===== src/rtl/umac_bi_param.sv =====
// umac_bi_param: N-channel bipolar unary MAC; XNOR multiply, non-scaled add into one bitstream.
// Latency: 1 cycle from iA/weight sample to registered oC/oSat.
// Backpressure: none; en=0 freezes counter, accumulator and outputs, loadB is always accepted.
//
// Ports:
//   clk    rising-edge clock
//   rst    synchronous active-high reset
//   en     advance enable for counter, accumulator, oC, oSat
//   iA     N bipolar input bits, one per channel
//   iB     N packed BW-bit offset-binary weights, channel i at iB[i*BW +: BW]
//   loadB  capture iB this cycle
//   oC     registered bipolar output bitstream
//   oSat   registered flag, 1 when the accumulator clipped on the last update
//
// Optional feature: define UMAC_BI_PARAM_SHADOW_EN to double-buffer the weights.
// loadB then writes a shadow bank that is copied to the active bank when the
// sequence counter wraps, so every period uses one consistent weight set.

module umac_bi_param #(
  parameter int N    = 16,
  parameter int BW   = 8,
  parameter int ACCW = 8
) (
  input  logic            clk,
  input  logic            rst,
  input  logic            en,
  input  logic [N-1:0]    iA,
  input  logic [N*BW-1:0] iB,
  input  logic            loadB,
  output logic            oC,
  output logic            oSat
);

  localparam int CW = $clog2(N + 1);
  // Sum width leaves headroom so acc + d can never overflow before clipping.
  localparam int SW = ACCW + $clog2(N) + 2;

  localparam logic [BW-1:0]        W_ZERO  = BW'(1) << (BW - 1);
  localparam logic signed [SW-1:0] ACC_MAX = SW'((2 ** (ACCW - 1)) - 1);
  localparam logic signed [SW-1:0] ACC_MIN = SW'(-(2 ** (ACCW - 1)));
  localparam logic signed [SW-1:0] D_OFS   = SW'(N - 1);

  // Elaboration-time parameter sanity.
  if (N < 2) begin : g_bad_n
    $error("umac_bi_param: N must be >= 2");
  end
  if (ACCW < CW + 3) begin : g_bad_accw
    $error("umac_bi_param: ACCW must be >= clog2(N+1)+3");
  end

  // ---------------------------------------------------------------------------
  // Sequence source: up-counter, bit-reversed to spread the compare threshold
  // evenly across the period (low-discrepancy van der Corput sequence).
  // ---------------------------------------------------------------------------
  logic [BW-1:0] r_cnt;
  logic [BW-1:0] w_rand;

  for (genvar k = 0; k < BW; k++) begin : g_rev
    assign w_rand[k] = r_cnt[BW-1-k];
  end

  // ---------------------------------------------------------------------------
  // Weight storage
  // ---------------------------------------------------------------------------
  logic [BW-1:0] r_wact [N];

`ifdef UMAC_BI_PARAM_SHADOW_EN
  logic [BW-1:0] r_wsh [N];
  logic          w_wrap;

  // Swap happens on the edge that takes cnt from all-ones back to zero.
  assign w_wrap = en && (r_cnt == '1);

  // The swap reads the shadow value from before this edge, so a loadB on the
  // wrap edge only lands in the shadow bank and waits for the next period.
  always_ff @(posedge clk) begin
    if (rst) begin
      for (int i = 0; i < N; i++) begin
        r_wact[i] <= W_ZERO;
        r_wsh[i]  <= W_ZERO;
      end
    end else begin
      if (w_wrap) begin
        for (int i = 0; i < N; i++) begin
          r_wact[i] <= r_wsh[i];
        end
      end
      if (loadB) begin
        for (int i = 0; i < N; i++) begin
          r_wsh[i] <= iB[i*BW +: BW];
        end
      end
    end
  end
`else
  // Direct mode: the compare in the load cycle still sees the old weights.
  always_ff @(posedge clk) begin
    if (rst) begin
      for (int i = 0; i < N; i++) begin
        r_wact[i] <= W_ZERO;
      end
    end else if (loadB) begin
      for (int i = 0; i < N; i++) begin
        r_wact[i] <= iB[i*BW +: BW];
      end
    end
  end
`endif

  // ---------------------------------------------------------------------------
  // Per-channel weight stream and bipolar multiply
  // ---------------------------------------------------------------------------
  logic [N-1:0] w_wbit;
  logic [N-1:0] w_p;

  for (genvar i = 0; i < N; i++) begin : g_ch
    assign w_wbit[i] = (r_wact[i] > w_rand);
  end

  // Bipolar product is XNOR: equal signs give +1.
  assign w_p = ~(iA ^ w_wbit);

  // ---------------------------------------------------------------------------
  // Popcount of products
  // ---------------------------------------------------------------------------
  logic [CW-1:0] w_ones;

  always_comb begin
    w_ones = '0;
    for (int i = 0; i < N; i++) begin
      w_ones = w_ones + CW'(w_p[i]);
    end
  end

  // ---------------------------------------------------------------------------
  // Non-scaled adder
  //   d        = 2*ones - (N-1)
  //   sum      = acc + d
  //   out      = sum > 0
  //   acc_next = clip(sum - 2*out)
  // The -(N-1) offset together with the -2*out feedback equals the true
  // bipolar residue acc + sum(2p-1) - (2out-1).
  // ---------------------------------------------------------------------------
  logic signed [ACCW-1:0] r_acc;
  logic signed [SW-1:0]   w_acc_ext;
  logic signed [SW-1:0]   w_d;
  logic signed [SW-1:0]   w_sum;
  logic signed [SW-1:0]   w_pre;
  logic                   w_out;
  logic signed [ACCW-1:0] w_acc_next;
  logic                   w_clip;

  assign w_acc_ext = {{(SW-ACCW){r_acc[ACCW-1]}}, r_acc};
  assign w_d       = $signed({{(SW-CW-1){1'b0}}, w_ones, 1'b0}) - D_OFS;
  assign w_sum     = w_acc_ext + w_d;
  // Strictly positive: sign bit clear and not zero.
  assign w_out     = ~w_sum[SW-1] & (|w_sum);
  assign w_pre     = w_sum - $signed({{(SW-2){1'b0}}, w_out, 1'b0});

  always_comb begin
    w_acc_next = w_pre[ACCW-1:0];
    w_clip     = 1'b0;
    if (w_pre > ACC_MAX) begin
      w_acc_next = ACC_MAX[ACCW-1:0];
      w_clip     = 1'b1;
    end else if (w_pre < ACC_MIN) begin
      w_acc_next = ACC_MIN[ACCW-1:0];
      w_clip     = 1'b1;
    end
  end

  // ---------------------------------------------------------------------------
  // State registers
  // ---------------------------------------------------------------------------
  always_ff @(posedge clk) begin
    if (rst) begin
      r_cnt <= '0;
      r_acc <= '0;
      oC    <= 1'b0;
      oSat  <= 1'b0;
    end else if (en) begin
      r_cnt <= r_cnt + BW'(1);
      r_acc <= w_acc_next;
      oC    <= w_out;
      oSat  <= w_clip;
    end
  end

endmodule


===== config.mk =====
export PLATFORM = sky130hd
export DESIGN_NAME = umac_bi_param
export DESIGN_NICKNAME = d
export VERILOG_FILES = /design/src/rtl/umac_bi_param.sv
export SDC_FILE = /design/constraint.sdc
export NUM_CORES = 1
export LEC_CHECK = 0
export ABC_CLOCK_PERIOD_IN_PS = 7800
export BUFFER_PORTS_ARGS = -buffer_cell sky130_fd_sc_hd__buf_2
export CORE_MARGIN = 1.5
export CORE_UTILIZATION = 40
export DETAILED_ROUTE_END_ITERATION = 10
export PLACE_DENSITY = 0.71
export RECOVER_POWER = 50
export SYNTH_ARGS = -nofsm -noshare
export SYNTH_HDL_FRONTEND = slang
export SYNTH_SLANG_ARGS = --single-unit
export TNS_END_PERCENT = 1

===== constraint.sdc =====
create_clock -name clk -period 7.8 [get_ports clk]
set_input_delay 1.56 -clock clk [delete_from_list [all_inputs] [get_ports clk]]
set_output_delay 1.56 -clock clk [all_outputs]
set_load 0.03 [all_outputs]

==> metrics.log <==
INFO  metric grt_setup_unrepaired = yes
INFO  metric worst_slew_margin_rel = -1.73
INFO  metric overflow = 0
INFO  metric die_boundary_height = roughly 160 um
INFO  metric nFillCells = 2040
INFO  metric postLayoutSetupSlackWorst = -244 ps
INFO  metric worst_setup_path_end_kind = register
INFO  metric die_w = roughly 160 um
INFO  metric fin_worst_hold_slack = 473 ps
INFO  metric numCtsBuffers = 17
INFO  metric synth_edf_count = between 100 and 150
INFO  metric grt_use_total = 0.186
INFO  metric clock.fmax = 124 MHz
INFO  metric worst_path_max_delay_cell = sky130_fd_sc_hd__fa_1
INFO  metric pre_cts_slack = -384 ps
INFO  metric min_period_over_period = 1.03
INFO  metric grt_start_max_net_pins = slightly above 80
INFO  metric die_area = around 0.025 mm2
INFO  metric seqCellArea = around 0.0042 mm2
INFO  metric wirelength = approximately 23 mm
INFO  metric place_area = 0.0115 mm2
INFO  metric drive_gt1_frac = 0.283
INFO  metric largest_family_of_logic_cells_by_synthesized_area = adder cells
INFO  metric post_drt_wl_per_cell = ~16 um
INFO  metric combined_area_of_the_multi_input_logic_cells = 0.00538 mm2
INFO  metric clk_latency = 440 ps
INFO  metric post_synth_inst_count = 852
INFO  metric ys.warnings.count = 0
INFO  metric criticalPathCategory = register to register
INFO  metric hp-class = register to register
INFO  metric r2r_slack = -240 ps
INFO  metric r2r_start = r_cnt[6]
INFO  metric cts.repair_timing.setup_buffer_count = 0
INFO  metric critical_path.reg2reg.endpoint = r_acc[1]
INFO  metric route.vias.total = 7079
INFO  metric synth.cell_area = 0.00958 mm2
INFO  metric finalCriticalPeriod = 8040 ps
INFO  metric hold_violations = 0
INFO  metric grt_pass1_wl = around 35 mm
INFO  metric hold_crit_endpoint = r_acc[2]
INFO  metric setup_viol = 9
INFO  metric dr.first_iter.drc_count = approximately 370
INFO  metric synth_sequential_area_ratio = 0.439
INFO  metric row_count = 56
INFO  metric drtAntennaViolNets = 0
INFO  metric start_util = 0.408
INFO  metric synthArstFlopShare = 0
INFO  metric antenna_violations_before_repair = 1
INFO  metric synth-adder-area-share = 0.208
INFO  metric detailedRoute.firstPassIterationCount = 5
INFO  metric hold-path-cell-count = 2
INFO  metric detailedPlacementHpwl = 16.9 mm
INFO  metric post_synth_mux_area_share = 0.00783
INFO  metric core-area = 0.0235 mm2
INFO  metric io_buffers = between 100 and 150
INFO  metric gp_congestion = 0.844
INFO  metric vias_per_cell = 5.04
INFO  metric crit_arrival = 8360 ps
INFO  metric postSynthRegisterBits = 146
INFO  metric violations = capacitance limit, slew limit, setup timing
INFO  metric post_synth_xor_area_fraction = 0.0238
INFO  metric ctsHoldBuffers = 0
INFO  metric cts.sink_count = 146
INFO  metric critical_path.startpoint_type = register
INFO  metric status = complete, but fails checks
INFO  metric slew_viol_final = 138
INFO  metric nNetsFinal = ~1400
INFO  metric layout.cells.non_filler = 1404
INFO  metric flow.area_growth_from_synthesis = 26.5%
INFO  metric hold_path_startpoint = r_acc[2]
INFO  metric final_design_area_no_fill = between 0.01 and 0.015 mm2
INFO  metric maxCapViolCount = 2
INFO  metric critical-path-max-stage-delay = roughly 550 ps
INFO  metric design.portCount = 150
INFO  metric cts_max_path_buffers = 2
INFO  metric wl_met3 = 1.08 mm
INFO  metric synth_fp_nets = 1153
INFO  metric worstRegToRegCells = 37
INFO  metric cts_max_level = 4
INFO  metric route.layer.met1.wl = 10.4 mm
INFO  metric netlist-cell-type-count = 65
INFO  metric dpl.cell_count = between 1000 and 1500
INFO  metric mean_instance_size_in_the_synthesized_netlist = 11.2 um2
INFO  metric first_global_vias = 6923
INFO  metric required = 8120 ps
INFO  metric crit_fanout = 7
INFO  metric synth_compound_gate_area_share = 0.121
INFO  metric dominantRegCellSynth = sky130_fd_sc_hd__edfxtp_1
INFO  metric tritoncts = done
INFO  metric clock_pin_transition_on_the_worst_setup_and_hold_timing_paths = about 70 ps
INFO  metric met2RoutedLength = 10.8 mm
INFO  metric topRoutingLayerUsed = met4
INFO  metric detail_route.drc_violations = 0
INFO  metric worstMarginPinSlew = 4090 ps
INFO  metric fin_worst_skew = approximately 13 ps
INFO  metric clockRootBuffer = sky130_fd_sc_hd__clkbuf_16
INFO  metric synth_simple_gate_area_share = 0.175
## placed cells by master (no fill, tap or decap), drive strengths merged, types with 15 or more instances in the layout
master / n
nor2: 19
dfxtp: 18
nand2: 19
nand2b: 28
edfxtp: 128
ha: 142
buf: 217
nor2b: 62
and3: 16
inv: 47
clkbuf: 22
and2: 72
o21ai: 62
a21o: 22
xnor2: 15
a21oi: 43
nand3: 33
## worst max path at each step
stage | startpoint | endpoint | slack (ps) | cells past startpoint
floorplan | r_cnt[6] | r_acc[5] | -210 | 36
global placement | iA[9] | r_acc[5] | -260 | 27
detailed placement | iA[9] | r_acc[5] | -380 | 27
CTS | r_cnt[6] | oSat | -250 | 38
global route | r_cnt[6] | oSat | -650 | 38
finish | r_cnt[6] | r_acc[1] | -240 | 37
## metal layers
layer | vias to the layer above | track usage
met5 | - | 0
li1 | 3544 | -
met2 | 196 | 0.311
met1 | 3313 | 0.242
met3 | 26 | 0.0402
met4 | 0 | 0.0530
## registers in the layout, indices dropped and copies added, names as in the netlist
| signal | cells |
|---|---|
| r_acc | 8 |
| r_cnt | 8 |
| r_wact | 128 |
| oC | 1 |
| oSat | 1 |
## synth_stat cells (2+ instances only)
library cell / instances / area share
sky130_fd_sc_hd__clkbuf_1: 17 / 0.0067
sky130_fd_sc_hd__inv_1: 38 / 0.015
sky130_fd_sc_hd__xnor2_1: 15 / 0.014
sky130_fd_sc_hd__o22ai_1: 3 / 0.0020
sky130_fd_sc_hd__dfxtp_1: 18 / 0.038
sky130_fd_sc_hd__ha_1: 142 / 0.19
sky130_fd_sc_hd__a211oi_1: 5 / 0.0039
sky130_fd_sc_hd__o211ai_2: 2 / 0.0026
sky130_fd_sc_hd__edfxtp_1: 128 / 0.40
sky130_fd_sc_hd__o21bai_1: 3 / 0.0024
sky130_fd_sc_hd__a211o_1: 2 / 0.0018
sky130_fd_sc_hd__nor2b_1: 62 / 0.040
sky130_fd_sc_hd__or2_2: 9 / 0.0059
sky130_fd_sc_hd__a21o_1: 22 / 0.017
sky130_fd_sc_hd__mux2i_1: 6 / 0.0063
sky130_fd_sc_hd__nand2b_1: 28 / 0.018
sky130_fd_sc_hd__nor3b_1: 2 / 0.0016
sky130_fd_sc_hd__a211oi_2: 2 / 0.0026
sky130_fd_sc_hd__a31oi_1: 2 / 0.0013
sky130_fd_sc_hd__nor3_1: 4 / 0.0021
sky130_fd_sc_hd__or3_1: 4 / 0.0026
sky130_fd_sc_hd__nand4_1: 9 / 0.0059
sky130_fd_sc_hd__nand2_1: 19 / 0.0074
sky130_fd_sc_hd__and2_1: 71 / 0.046
sky130_fd_sc_hd__fa_1: 11 / 0.023
sky130_fd_sc_hd__nand3_1: 32 / 0.017
sky130_fd_sc_hd__o21a_1: 14 / 0.011
sky130_fd_sc_hd__nor2_1: 19 / 0.0074
sky130_fd_sc_hd__nor4_1: 2 / 0.0013
sky130_fd_sc_hd__a21oi_1: 41 / 0.021
sky130_fd_sc_hd__o21ai_0: 57 / 0.030
sky130_fd_sc_hd__xor2_1: 11 / 0.010
sky130_fd_sc_hd__and3_1: 15 / 0.0098
sky130_fd_sc_hd__o21ai_1: 5 / 0.0026
sky130_fd_sc_hd__buf_1: 2 / 0.00078
## worst max-delay path: cells and delay by family (launching register included)
family                     cells  cell delay, ps
DFF                            1             350
adders and majority gates     10            3470
buffers and inverters          7             740
and+or+nand+nor                6            1100
xor gates and xnor gates       2             400
AOI/OAI and AO/OA             12            1820
## cell type report
cell class | count | share of cell area
Multi-Input combinational cell | 646 | 0.444
Antenna cell | 1 | 0.000206
Clock inverter | 15 | 0.0154
Sequential cell | 146 | 0.347
Tap cell | 319 | 0.0329
Timing Repair Buffer | 222 | 0.113
Clock buffer | 17 | 0.0351
Inverter | 38 | 0.0123
## metrics by stage
stage	utilization	TNS, ps
floorplan	-	-969
global placement	0.490	-1680
detailed placement	0.490	-2650
CTS	0.516	-1780
global route	0.517	-5090
finish	0.517	-1640
## logic make-up (layout without fill, tap and decap cells)
group           Yosys count  in the layout
flops                   146            146
buf+inv                  60            292
fa+ha+maj               153            153
simple gates            285            285
xor+xnor                 26             26
mux                       7              7
compound gates          175            175
other cells               0              1
## what timing repair did
action | in CTS | in global routing
endpoints found under the hold margin | 0 | 0
endpoints found under the setup margin | 9 | 9
pin swaps | 9 | 4
resized for setup | 3 | 4
Power is left out: the tool's default activity adds up to more than one toggle a clock period on the data nets, which glitch-free logic cannot reach.
